**src/rtl/cdc_pkg.sv**
```systemverilog
// rtl/cdc_pkg.sv - shared types and constants for the toggle-handshake CDC pair
package cdc_pkg;

    // Source-side handshake states
    typedef enum logic {
        IDLE     = 1'b0,
        WAIT_ACK = 1'b1
    } cdc_tx_state_e;

    // Fewer stages than this leaves too little metastability settling time
    localparam int CDC_MIN_SYNC_DEPTH = 2;

    // A two-phase transfer is outstanding whenever the parities differ
    function automatic logic toggle_pending(input logic req, input logic ack);
        return req ^ ack;
    endfunction

endpackage

```
**src/rtl/synchronizer_ff.sv**
```systemverilog
// rtl/synchronizer_ff.sv - multi-stage flop synchronizer for level signals
module synchronizer_ff #(
    parameter int DATA_WIDTH = 1,
    parameter int SYNC_DEPTH = 2
) (
    input  logic                  clk,
    input  logic                  rst,
    input  logic [DATA_WIDTH-1:0] d,
    output logic [DATA_WIDTH-1:0] q
);

    logic [DATA_WIDTH-1:0] stages [SYNC_DEPTH];

    // Shift the asynchronous input through the settling chain
    always_ff @(posedge clk or posedge rst) begin
        if (rst) begin
            for (int i = 0; i < SYNC_DEPTH; i++) begin
                stages[i] <= '0;
            end
        end else begin
            stages[0] <= d;
            for (int i = 1; i < SYNC_DEPTH; i++) begin
                stages[i] <= stages[i-1];
            end
        end
    end

    assign q = stages[SYNC_DEPTH-1];

endmodule

```
**src/rtl/cdc_handshake_tx.sv**
```systemverilog
// rtl/cdc_handshake_tx.sv - source half of a two-phase bundled-data CDC handshake
module cdc_handshake_tx
    import cdc_pkg::*;
#(
    parameter int DATA_WIDTH = 32,
    parameter int SYNC_DEPTH = 2
) (
    input  logic                  clk,
    input  logic                  rst,
    input  logic                  in_valid,
    output logic                  in_ready,
    input  logic [DATA_WIDTH-1:0] in_data,
    output logic                  req_o,
    output logic [DATA_WIDTH-1:0] data_o,
    input  logic                  ack_i,
    output logic                  busy,
    output logic                  proto_err
);

    localparam logic [0:0] ST_IDLE     = IDLE;
    localparam logic [0:0] ST_WAIT_ACK = WAIT_ACK;

    if (SYNC_DEPTH < CDC_MIN_SYNC_DEPTH) begin : g_bad_sync_depth
        $error("cdc_handshake_tx: SYNC_DEPTH below CDC_MIN_SYNC_DEPTH");
    end

    logic [0:0] state;
    logic [0:0] state_nxt;
    logic       ack_s;
    logic       accept;
    logic       spurious_ack;

    synchronizer_ff #(
        .DATA_WIDTH (1),
        .SYNC_DEPTH (SYNC_DEPTH)
    ) u_ack_sync (
        .clk (clk),
        .rst (rst),
        .d   (ack_i),
        .q   (ack_s)
    );

    // Readiness depends only on state so upstream never sees a comb loop
    assign in_ready = (state == ST_IDLE);
    assign busy     = (state == ST_WAIT_ACK);
    assign accept   = in_ready && in_valid;

    // An ack edge arriving while nothing is outstanding is a far-side fault
    assign spurious_ack = in_ready && toggle_pending(req_o, ack_s);

    // Next-state: leave WAIT_ACK once the synchronized ack parity catches up
    always_comb begin
        state_nxt = state;
        case (state)
            ST_IDLE: begin
                if (in_valid) begin
                    state_nxt = ST_WAIT_ACK;
                end
            end
            ST_WAIT_ACK: begin
                if (!toggle_pending(req_o, ack_s)) begin
                    state_nxt = ST_IDLE;
                end
            end
            default: state_nxt = ST_IDLE;
        endcase
    end

    // State register
    always_ff @(posedge clk or posedge rst) begin
        if (rst) begin
            state <= ST_IDLE;
        end else begin
            state <= state_nxt;
        end
    end

    // Capture the word and flip request parity only on acceptance, so the
    // bus is frozen for the whole time the destination may be sampling it
    always_ff @(posedge clk or posedge rst) begin
        if (rst) begin
            data_o <= '0;
            req_o  <= 1'b0;
        end else if (accept) begin
            data_o <= in_data;
            req_o  <= ~req_o;
        end
    end

    // Sticky error flag, cleared only by reset
    always_ff @(posedge clk or posedge rst) begin
        if (rst) begin
            proto_err <= 1'b0;
        end else if (spurious_ack) begin
            proto_err <= 1'b1;
        end
    end

endmodule
```
**config.mk**
```make
export PLATFORM = sky130hd
export DESIGN_NAME = cdc_handshake_tx
export DESIGN_NICKNAME = d
export VERILOG_FILES = /design/src/rtl/cdc_pkg.sv /design/src/rtl/synchronizer_ff.sv /design/src/rtl/cdc_handshake_tx.sv
export SDC_FILE = /design/constraint.sdc
export NUM_CORES = 1
export LEC_CHECK = 0
export ABC_AREA = 1
export BUFFER_PORTS_ARGS = -buffer_cell sky130_fd_sc_hd__buf_2
export CAP_MARGIN = 20
export CORE_ASPECT_RATIO = 0.8
export CORE_MARGIN = 5
export CORE_UTILIZATION = 44
export DETAILED_ROUTE_END_ITERATION = 10
export GPL_TIMING_DRIVEN = 0
export PLACE_DENSITY = 0.78
export SYNTH_ARGS = -nofsm -noshare
export SYNTH_HDL_FRONTEND = slang
export SYNTH_HIERARCHICAL = 1
export SYNTH_SLANG_ARGS = --single-unit
```
**constraint.sdc**
```tcl
create_clock -name clk -period 1.2 [get_ports clk]
set_clock_uncertainty 0.05 [all_clocks]
set_input_delay 0.24 -clock clk [delete_from_list [all_inputs] [get_ports clk]]
set_output_delay 0.24 -clock clk [all_outputs]
set_load 0.02 [all_outputs]
```
==> results.py <==
metrics = {
    "routing": {
        "drt_wl_total_microns": 3185,
        "routed_via_density": 4.434,
        "wl_per_cell_microns": 11.33,
        "drt_iter0_markers": 59,
        "vias": 1246,
        "drtAntennaViolNets": 0,
        "drc_errors": 0,
        "drt_pass1_iterations": 4,
    },
    "global_route": {
        "grt-ovfl-total": 0,
        "antenna_found_initial": 0,
        "grt_pass1_vias": 1248,
        "grt_pass1_wl_microns": 5195,
        "groute.usage.overall": 0.1556,
        "grt_max_degree": 19,
    },
    "logic_synthesis": {
        "ys_seq_area_frac": 0.6526,
        "synth_nets": 192,
        "syn_inst": 156,
        "synth-seq-cells": 37,
        "ys_warn_count": 6,
        "syn_area_sq_mm": 0.001419,
        "syn_avg_cell_area_sq_um": 9.095,
        "synth_cell_types": 9,
    },
    "clock_network": {
        "cts.sinks": 37,
        "clk_latency_ns": 0.28,
        "h-tree-depth": 2,
        "clk_pin_slew_ns": 0.07,
        "cts_made_buffers": 5,
        "cts_buffer_depth": 2,
        "cts_root_buffer": "clkbuf_8",
        "cts_tree": "built",
    },
    "sta": {
        "worst_slew_pin_slew_ns": 0.7298,
        "hold_viol": 0,
        "period_needed_ns": 1.172,
        "setup_viol_count_final": 0,
        "max_freq_mhz": 853.3,
        "slew_viol_final": 0,
        "period_share": 0.9766,
        "whs_ns": 0.02848,
        "tns_ns": 0,
        "rsz0062_at_grt": "true",
        "slew_headroom": 0.5129,
    },
    "worst_setup_path": {
        "crit_buf_inv": 2,
        "cpMaxStageDelayCell": "dfrtp_1",
        "crit_family": "flip-flops",
        "required_ns": 0.91,
        "r2r_end": "data_o[30]",
        "path_class": "reg -> out",
        "endpoint_kind": "output port",
        "cp-start-kind": "flop",
        "cp.arrival_ns": 0.88,
        "cp_slowest_stage_delay_ns": 0.41,
        "r2r_start": "busy",
        "regToRegSetupSlack_ns": 0.03,
        "cp_max_fo": 3,
        "worstRegToRegCells": 7,
        "worstPathCellList": "inv_2 -> buf_6",
    },
    "placement": {
        "dpl_cell_area_sq_mm": 0.001852,
        "gp_congestion": 0.7423,
        "port-buffer-count": 71,
        "place_hpwl_microns": 2426,
    },
    "finish": {
        "drive_gt1_frac": 0.3817,
        "post-route-cell-area_sq_mm": 0.002034,
        "post-route-util": 0.6594,
        "register_area_sq_um": 925.9,
        "synthToLayoutAreaGrowth_pct": 43.39,
        "fillerInstances": 274,
        "multiInputGateArea_sq_um": 416.7,
        "final_nets": 276,
        "n_antenna_cell": 0,
    },
    "worst_hold_path": {
        "hold_class": "in -> async",
    },
    "die": {
        "rows": 18,
        "die_h_microns": 60.79,
        "io-pin-count": 72,
        "die_w_microns": 73.49,
        "start_util": 0.4599,
        "core-area_sq_mm": 0.003085,
        "dieArea_sq_mm": 0.004467,
    },
    "power_and_ir_drop": {
        "ir_worst_vdd_mv": 1.474,
        "p_leak_uw": 0.001217,
        "power.density_mw_per_mm2": 2708,
    },
    "job": {
        "drv_cap": 0,
    },
    "status": {
        "status": "finished, final reports clean",
    },
}
## per-layer routing
metal | GRT usage | up-vias | routed length, microns
met5 | 0 | - | 0
met4 | 0.04910 | 0 | 22
met3 | 0.07781 | 4 | 403
met2 | 0.2386 | 54 | 1408
met1 | 0.1943 | 552 | 1351
li1 | - | 636 | -
## registers in the layout, summed over array words and instances (netlist names)
signal / count
data_o: 32
u_ack_sync/q: 1
req_o: 1
u_ack_sync/stages: 1
busy: 1
proto_err: 1
## report_power, final
part           internal, uW  switching [uW]  leakage (uW)
sequential             1800             279      0.000451
clock                   518             404     0.0000542
combinational           918            1590      0.000712
total                  3240            2270       0.00122
## Yosys cell counts
master   number  share of area
buf_4         3          0.016
buf_6         3          0.024
dfrtp_1      37           0.65
inv_1         5          0.013
inv_2         1         0.0026
inv_4         1         0.0044
nand2_1     103           0.27
nand2_4       1         0.0079
nand3_1       2         0.0071
## area by class of cell
class                           count  area share
Tap cell                           40     0.02460
Clock inverter                      1    0.002460
Clock buffer                        7     0.04736
Sequential cell                    37      0.4551
Inverter                            7     0.01661
Timing Repair Buffer               77      0.2122
Buffer                              6     0.03690
Multi-Input combinational cell    106      0.2048
## timing repair
action / CTS / global route
resized for setup: 1 / 10
endpoints found under the hold margin: 3 / 0
cloned: 0 / 1
pin swaps: 0 / 1
endpoints found under the setup margin: 1 / 21
hold buffers: 2 / 0
setup buffers: 1 / 1
## stage by stage
step / cells / worst slack, ns / power, uW
after floorplan: 156 / 0.05234 / 3607
after global placement: 267 / -0.3299 / 4411
after detailed placement: 268 / 0.1462 / 4473
after CTS: 279 / 0.01917 / 5447
after global routing: 281 / -0.02275 / 5908
final: 281 / 0.02805 / 5509
## cells in the final DEF, fill, tap and decap left out
cell | Yosys | layout
nand3_1 | 2 | 2
buf_16 | 0 | 1
buf_4 | 3 | 3
dfrtp_1 | 37 | 37
clkbuf_8 | 0 | 7
buf_6 | 3 | 5
buf_2 | 0 | 70
nand2_1 | 103 | 103
buf_8 | 0 | 2
inv_2 | 1 | 1
nand2_8 | 0 | 1
clkinv_2 | 0 | 1
inv_8 | 0 | 1
inv_1 | 5 | 5
dlygate4sd3_1 | 0 | 2
## how the worst max path moves through the flow
| stage | slack, ns | endpoint | depth (start not counted) | startpoint |
|---|---|---|---|---|
| after global routing | -0.02 | data_o[3] | 7 | busy |
| after detailed placement | 0.15 | data_o[1] | 6 | busy |
| after CTS | 0.02 | in_ready | 2 | busy |
| after floorplan | 0.05 | req_o | 5 | busy |
| after global placement | -0.33 | data_o[24] | 2 | rst |
| final | 0.03 | in_ready | 2 | busy |
## kinds of logic (layout without fill, tap and decap cells)
| logic type | count (synthesis) | in the layout | synth area share |
|---|---|---|---|
| buf+inv | 13 | 98 | 0.05996 |
| simple gates | 106 | 106 | 0.2875 |
| flops | 37 | 37 | 0.6526 |
Note: power is estimated with default switching activity, not from simulation.
